<file path="config.mk">
export PLATFORM = sky130hd
export DESIGN_NAME = stream_out_flat
export DESIGN_NICKNAME = d
export VERILOG_FILES = /design/src/rtl/stream_out_if.sv /design/src/rtl/stream_out.sv /design/src/flat_wrapper.sv
export SDC_FILE = /design/constraint.sdc
export NUM_CORES = 1
export LEC_CHECK = 0
export ABC_AREA = 1
export BUFFER_PORTS_ARGS = -buffer_cell sky130_fd_sc_hd__buf_2
export CAP_MARGIN = 30
export CORE_ASPECT_RATIO = 1.1
export CORE_MARGIN = 1
export CORE_UTILIZATION = 35
export DETAILED_ROUTE_END_ITERATION = 10
export SYNTH_ARGS = -nofsm -noshare
export SYNTH_HDL_FRONTEND = slang
export SYNTH_SLANG_ARGS = --single-unit
export TNS_END_PERCENT = 30
</file>
<file path="constraint.sdc">
create_clock -name clk -period 4.6 [get_ports clk]
set_input_delay 0.69 -clock clk [delete_from_list [all_inputs] [get_ports clk]]
set_output_delay 0.69 -clock clk [all_outputs]
set_load 0.01 [all_outputs]
</file>
<file path="src/rtl/stream_out_if.sv">
// Block-in / word-out bus for stream_out.
// Handshake: a block transfers on a rising edge where vin=1 and rdy=1. rdy is
// a registered "pending slot empty" flag. A vin asserted while rdy=0 is
// dropped. The output side has no backpressure: a word is valid in each
// cycle where vout=1. last marks the eighth word of a block. tout and dout are
// meaningful only while vout=1.
interface stream_out_if;
  logic         vin;
  logic [1:0]   tin;
  logic [127:0] din;
  logic         rdy;
  logic         vout;
  logic [1:0]   tout;
  logic [15:0]  dout;
  logic         last;

  modport master (
    output vin, tin, din,
    input  rdy, vout, tout, dout, last
  );

  modport slave (
    input  vin, tin, din,
    output rdy, vout, tout, dout, last
  );
endinterface

</file>
<file path="src/rtl/stream_out.sv">
// Serializes 128-bit tagged blocks into eight 16-bit words, MSB word first.
// It has a one-entry pending buffer, so a block arriving mid-send is emitted
// back-to-back with no gap.
module stream_out (
  input  logic         clk,
  input  logic         rst,
  stream_out_if.slave  s,
  output logic         dbg_state
);

  typedef enum logic {IDLE = 1'b0, SEND = 1'b1} state_e;

  state_e        state_q, state_d;
  logic [2:0]    cnt_q, cnt_d;
  logic [111:0]  shift_q, shift_d;   // words still to be emitted after dout
  logic [15:0]   dout_q, dout_d;
  logic [1:0]    tout_q, tout_d;
  logic          vout_q, vout_d;
  logic          last_q, last_d;
  logic          pend_v_q, pend_v_d;
  logic [127:0]  pend_d_q, pend_d_d;
  logic [1:0]    pend_t_q, pend_t_d;

  logic          accept;
  logic          load_in;
  logic          load_pend;
  logic          advance;

  assign accept    = s.vin & ~pend_v_q;
  assign s.rdy     = ~pend_v_q;
  assign s.vout    = vout_q;
  assign s.tout    = tout_q;
  assign s.dout    = dout_q;
  assign s.last    = last_q;
  assign dbg_state = state_q;

  // State and datapath registers, with a synchronous reset that has priority over any accept.
  always_ff @(posedge clk) begin
    if (rst) begin
      state_q  <= IDLE;
      cnt_q    <= 3'd0;
      shift_q  <= '0;
      dout_q   <= 16'h0000;
      tout_q   <= 2'b00;
      vout_q   <= 1'b0;
      last_q   <= 1'b0;
      pend_v_q <= 1'b0;
      pend_d_q <= '0;
      pend_t_q <= 2'b00;
    end else begin
      state_q  <= state_d;
      cnt_q    <= cnt_d;
      shift_q  <= shift_d;
      dout_q   <= dout_d;
      tout_q   <= tout_d;
      vout_q   <= vout_d;
      last_q   <= last_d;
      pend_v_q <= pend_v_d;
      pend_d_q <= pend_d_d;
      pend_t_q <= pend_t_d;
    end
  end

  // Next state: the word counter, and which source (din, pending, shift) feeds the next word.
  always_comb begin
    state_d   = state_q;
    cnt_d     = cnt_q;
    load_in   = 1'b0;
    load_pend = 1'b0;
    advance   = 1'b0;
    case (state_q)
      IDLE: begin
        if (accept) begin
          state_d = SEND;
          cnt_d   = 3'd0;
          load_in = 1'b1;
        end
      end
      SEND: begin
        if (cnt_q != 3'd7) begin
          cnt_d   = cnt_q + 3'd1;
          advance = 1'b1;
        end else if (pend_v_q) begin
          cnt_d     = 3'd0;
          load_pend = 1'b1;
        end else if (accept) begin
          cnt_d   = 3'd0;
          load_in = 1'b1;
        end else begin
          state_d = IDLE;
          cnt_d   = 3'd0;
        end
      end
      default: begin
        state_d = IDLE;
        cnt_d   = 3'd0;
      end
    endcase
  end

  // Outputs and buffers: load or shift the word register, hold it while idle, and fill or drain the pending slot.
  always_comb begin
    shift_d  = shift_q;
    dout_d   = dout_q;
    tout_d   = tout_q;
    pend_v_d = pend_v_q;
    pend_d_d = pend_d_q;
    pend_t_d = pend_t_q;

    if (load_in) begin
      dout_d  = s.din[127:112];
      shift_d = s.din[111:0];
      tout_d  = s.tin;
    end else if (load_pend) begin
      dout_d   = pend_d_q[127:112];
      shift_d  = pend_d_q[111:0];
      tout_d   = pend_t_q;
      pend_v_d = 1'b0;
    end else if (advance) begin
      dout_d  = shift_q[111:96];
      shift_d = {shift_q[95:0], 16'h0000};
    end

    // A block arriving while the current one still has words left is parked.
    if (accept && (state_q == SEND) && (cnt_q != 3'd7)) begin
      pend_v_d = 1'b1;
      pend_d_d = s.din;
      pend_t_d = s.tin;
    end

    vout_d = (state_d == SEND);
    last_d = (state_d == SEND) && (cnt_d == 3'd7);
  end

endmodule
</file>
<file path="src/flat_wrapper.sv">
// flat-port wrapper written by rule: the top's interface ports become plain ports
module stream_out_flat 
  (clk, rst, dbg_state, s_vin, s_tin, s_din, s_rdy, s_vout, s_tout, s_dout, s_last);
  stream_out_if s_i ();
  input  logic clk;
  input  logic rst;
  output logic dbg_state;
  input wire logic [$bits(s_i.vin)-1:0] s_vin;
  input wire logic [$bits(s_i.tin)-1:0] s_tin;
  input wire logic [$bits(s_i.din)-1:0] s_din;
  output wire logic [$bits(s_i.rdy)-1:0] s_rdy;
  output wire logic [$bits(s_i.vout)-1:0] s_vout;
  output wire logic [$bits(s_i.tout)-1:0] s_tout;
  output wire logic [$bits(s_i.dout)-1:0] s_dout;
  output wire logic [$bits(s_i.last)-1:0] s_last;
  assign s_i.vin = s_vin;
  assign s_i.tin = s_tin;
  assign s_i.din = s_din;
  assign s_rdy = s_i.rdy;
  assign s_vout = s_i.vout;
  assign s_tout = s_i.tout;
  assign s_dout = s_i.dout;
  assign s_last = s_i.last;
  stream_out u_core (.clk(clk), .rst(rst), .s(s_i), .dbg_state(dbg_state));
endmodule
</file>
**Yosys cells after proc, flatten, opt, wreduce, memory -nomap -nowiden**

Cells that the tools add are included.

- Multiplexer cells: 26
- Reduce and logical (&&, ||, !) cells: 7
- $add $sub $neg: 1
- Eq/ne operators: 3
- Bitwise logic cells: 3

Operator list:

| kind | count |
|---|---|
| 112-bit 2-to-1 mux | 3 |
| 16-bit 2-to-1 mux | 3 |
| 1-bit 2-to-1 mux | 13 |
| 3-bit 2-to-1 mux | 2 |
| 3-bit case mux with 2 select lines | 1 |
| 2-bit 2-to-1 mux | 2 |
| 1-bit case mux with 2 select lines | 2 |
| 2-bit nonzero test | 2 |
| 3-bit by 1-bit adder with 3-bit output, second input constant | 1 |
| 3-bit == test, second input constant | 1 |
| 1-bit logical AND | 3 |
| 3-bit != test, second input constant | 1 |
| 3-bit nonzero test | 1 |
| 2-bit != test, second input constant | 1 |
| 1-bit NOT | 2 |
| 2-bit AND reduction | 1 |
| 1-bit AND | 1 |

- Logic and storage cells: 49
- Output and inout bits: 22
- Flip-flop bits (word level): 266
- Input port bits: 133

**Logic depth before layout (Yosys ltp)**

- Word-level depth: 8
- Gate-level depth with buffers: 10
- Mapped depth without buffers: 8

**Worst setup path before layout**

No wires, ideal clock.

- Path type: register to register
- From: register u_core.cnt_q[0]
- To: register u_core.pend_d_q[19]
- Period minus slack after synthesis: 1.666 ns
- Buffers on the path: 3
- Cell stages (with the launch flop): 10
- Setup time: 0.119 ns
- Required time: 4.481 ns
- Setup slack: 2.934 ns
- Arrival: 1.547 ns
- Cell sequence: dfxtp_1 -> ha_1 -> ha_1 -> buf_2 -> nor2_1 -> nand2_2 -> buf_2 -> buf_2 -> o21ai_1 -> a21oi_1

- Word-level cells in the longest chain between the ends: 2

Ends and longest elaborated chain:

| what | RTL line | text |
|---|---|---|
| start, declared | stream_out.sv:14 | `logic [2:0] cnt_q, cnt_d;` |
| start signal, assigned | stream_out.sv:52 | `cnt_q <= cnt_d;` |
| 3-bit != test | stream_out.sv:125 | `if (accept && (state_q == SEND) && (cnt_q != 3'd7)) begin` |
| 1-bit logical AND | stream_out.sv:125 |  |
| end signal, assigned | stream_out.sv:59 | `pend_d_q <= pend_d_d;` |
| end, declared | stream_out.sv:21 | `logic [127:0] pend_d_q, pend_d_d;` |

Every way passes these cells.
A chain may end at the register's enable or synchronous reset.

**Worst setup path in the final report**

- From: register u_core.vout_q, in the netlist u_core.s.vout
- To: output port s_vout

RTL lines:

| what | RTL line | text |
|---|---|---|
| start, declared | stream_out.sv:18 | `logic vout_q, vout_d;` |
| start signal, assigned | stream_out.sv:56 | `vout_q <= vout_d;` |
| end, declared | flat_wrapper.sv:12 | `output wire logic [$bits(s_i.vout)-1:0] s_vout;` |

No word-level cell between the ends.

==> key figures <==
Status
  – Failing checks: DRC
  – Run status: finished with violations

Setup path
  – Cell Chain, Critical Path: buf_4 -> buf_4 -> buf_2
  – Worst path max stage delay: between 600 and 700 ps
  – Critical path class: flip-flop to primary output
  – Reg2reg path depth: 7
  – Crit Reg-Reg Startpoint: u_core.pend_v_q
  – Critical Path End Type: primary output
  – Most used cell, CP: buf_4
  – CP startpoint kind: flip-flop
  – Required time worst endpoint: between 3000 and 4000 ps
  – Worst R2R Setup Slack: 1570 ps
  – Worst path buffer plus inverter count: 3
  – WP data arrival: 2530 ps
  – Reg-to-Reg End: u_core.shift_q[25]
  – CP delay by family, top: buffers and inverters
  – Slowest CP cell: buf_4
  – Crit-path max FO: a little over 60

Die
  – # rows: 76
  – Starting Density: a little over a third
  – Die area: a little over 40000 µm²
  – IO Pins: approximately 160
  – Core area: 39300 µm²
  – Die H: around 210 µm
  – Die W: 192 µm

Cells and area
  – Commonest non-fill, non-tap cell in the layout: inv_1
  – Layout Area Growth over Synthesis: 12.1%
  – Layout cells sized above 1: about 11%
  – Fin area: around 16000 µm²
  – Commonest cells after routing, fill and taps aside: inv_1, nand2_1, dfxtp_1, nand3_1, a21oi_1
  – Fillers: around 4200
  – Fin nets: 2267
  – Antenna fix cells: 0

Synth
  – Area leader, netlist: dfxtp_1
  – Seq/Total Area, Yosys: a little under two fifths
  – Syn. warnings: 0
  – Synth top area cells: dfxtp_1, nand4_1, inv_1
  – Flop and latch count out of synthesis: roughly 270
  – Post-Syn Area: ~14000 µm²
  – Post-Syn Instances: around 2100
  – Netlist cell types: 22
  – Mapped Nets: 2260
  – Synth Area per Inst: roughly 6.6 µm²
  – Synth top area share: about two fifths

Global route
  – GRT Total Usage: 21.7%
  – Gr ovfl total: 0
  – First-pass GRT wire length: around 71000 µm
  – Vias in the first global route: roughly 13000
  – Initial antenna violation count: 2
  – Largest net degree at the start of global routing: 246

Drt
  – Final wirelength: between 40000 and 50000 µm
  – Vias: around 14000
  – Detailed Route Iter0 Violations: between 1000 and 1500
  – Drt pass-1 iters: 9
  – Detail Route Antenna Nets: 0
  – Routed len/inst: around 17 µm
  – Vias/cell: around 5.3
  – DRC violations left: 18

Power
  – Leakage: between 7 and 8 nW
  – PD cells: around 390 nW/µm²
  – Worst vdd ir: between 0.3 and 0.4 mV

Timing
  – Final Max Slew Viols: 0
  – Max Freq: a little over 300 MHz
  – Fin crit period: around 3200 ps
  – RSZ-0062 raised after global routing: no
  – Setup_tns: 0 ps
  – Normalized max-slew margin: a little under a third
  – Final Setup Violations: 0
  – Final hold vios: 0
  – Worst-margin pin slew: 1050 ps
  – Period utilization: 70.1%
  – Clock skew: around 24 ps

CTS
  – CTS max path bufs: 3
  – Root buffer cell: clkbuf_16
  – Post-CTS Setup Inserts: 0
  – CTS Buf Count: 30
  – H-tree levels: 1
  – Clk Latency, worst-skew pair: approximately 570 ps
  – Clk slew on worst S/H paths: around 60 ps
  – Clk sinks: roughly 270
  – CTS tree: done
  – Hold-fix buffers at CTS: 0
  – PostCTS Resize Cnt: 0

Placement
  – IO buf count: between 150 and 200
  – Cell Area, Placed: between 10000 and 15000 µm²
  – Detailed placement HPWL: around 26000 µm
  – RePlAce Congestion: 0.824

Worst hold path
  – Hold Path Origin: s_tin[1]
  – Worst hold stages: 3
  – Hold endpoint: u_core.pend_t_q[1]
  – Hold Crit Class: input port to flip-flop

Flow run
  – Max cap viols: 0
==> through the flow <==
stage                     setup slack, ps  power (W)  cells  hold slack [ps]  util, %
after floorplan                      2930    0.00345   2124              425        -
after global placement               1660    0.00377   2604              433     37.4
after detailed placement             1660    0.00379   2606              440     37.6
after CTS                            1380    0.00610   2655              372     39.9
after global routing                 1300    0.00636   2655              392     39.9
final                                1380    0.00605   2655              392     39.9
==> layout make-up <==
class	instances	area [µm²]	share of cell area [%]
clock inverter	2	13.8	0.0878
tap	507	634	4.05
timing repair buffer	177	1050	6.68
multi-input combinational	1278	6310	40.3
inverter	378	1420	9.09
sequential	266	5330	34.0
clock buffer	47	906	5.78
==> kinds of logic (layout without fill, tap and decap cells) <==
group	after synthesis	in the layout	synth area share, %
and+or+nand+nor	868	868	29.8
buffers and inverters	580	604	17.2
AOI/OAI and AO/OA	407	407	14.6
DFF	266	266	38.1
adders and majority gates	3	3	0.269
==> synthesized netlist by cell type <==
cell / n
inv_1: 373
nand2_1: 343
dfxtp_1: 266
nand3_1: 249
a21oi_1: 243
nand4_1: 224
o21ai_1: 87
clkbuf_1: 81
buf_2: 79
o21ai_0: 76
nor2_1: 42
buf_1: 22
buf_6: 13
buf_4: 7
inv_2: 5
nand2_2: 4
ha_1: 3
nand3_2: 2
nand3b_1: 2
a31oi_1: 1
and2_1: 1
nor2_4: 1
==> worst register-to-register path: stages, from the launching register on <==
cell     delay [ps]
dfxtp_4         700
buf_4           810
nand3_4         290
nand3_4         430
buf_4           430
nand2_1         110
inv_1            60
a21oi_1          50
==> report_power, final <==
| group | leakage, nW | switching [W] | internal [W] | total, W |
|---|---|---|---|---|
| Clock | 0.451 | 0.000967 | 0.00133 | 0.00230 |
| Combinational | 4.64 | 0.000789 | 0.000376 | 0.00117 |
| Sequential | 2.19 | 0.0000707 | 0.00251 | 0.00258 |
| Total | 7.28 | 0.00183 | 0.00422 | 0.00605 |
==> state kept, by name, indices dropped and copies added (netlist names) <==
| signal | count |
|---|---|
| u_core.pend_d_q | 128 |
| u_core.shift_q | 112 |
| u_core.s.dout | 16 |
| u_core.cnt_q | 3 |
| u_core.pend_t_q | 2 |
| u_core.s.tout | 2 |
| u_core.pend_v_q | 1 |
| u_core.s.last | 1 |
| u_core.s.vout | 1 |
==> how the worst max path moves through the flow <==
stage / slack, ps / from / end / depth (start not counted)
CTS: 1380 / u_core.s.vout / s_vout / 3
detailed placement: 1660 / u_core.pend_v_q / u_core.shift_q[28] / 7
global placement: 1660 / u_core.pend_v_q / u_core.shift_q[44] / 7
finish: 1380 / u_core.s.vout / s_vout / 3
floorplan: 2930 / u_core.cnt_q[0] / u_core.pend_d_q[19] / 9
global route: 1300 / u_core.s.vout / s_vout / 3
==> metal layers <==
metal  share of wire (%)  wire, µm  track usage [%]  vias up
li1                    -         -                -     6979
met1                  43     19400             29.1     6578
met2                  49     21800             36.4      431
met3                 5.6      2520             2.60       58
met4                 2.5      1110             6.41        2
met5               0.025        11                0        -
Note: power is estimated with default switching activity, not from simulation.
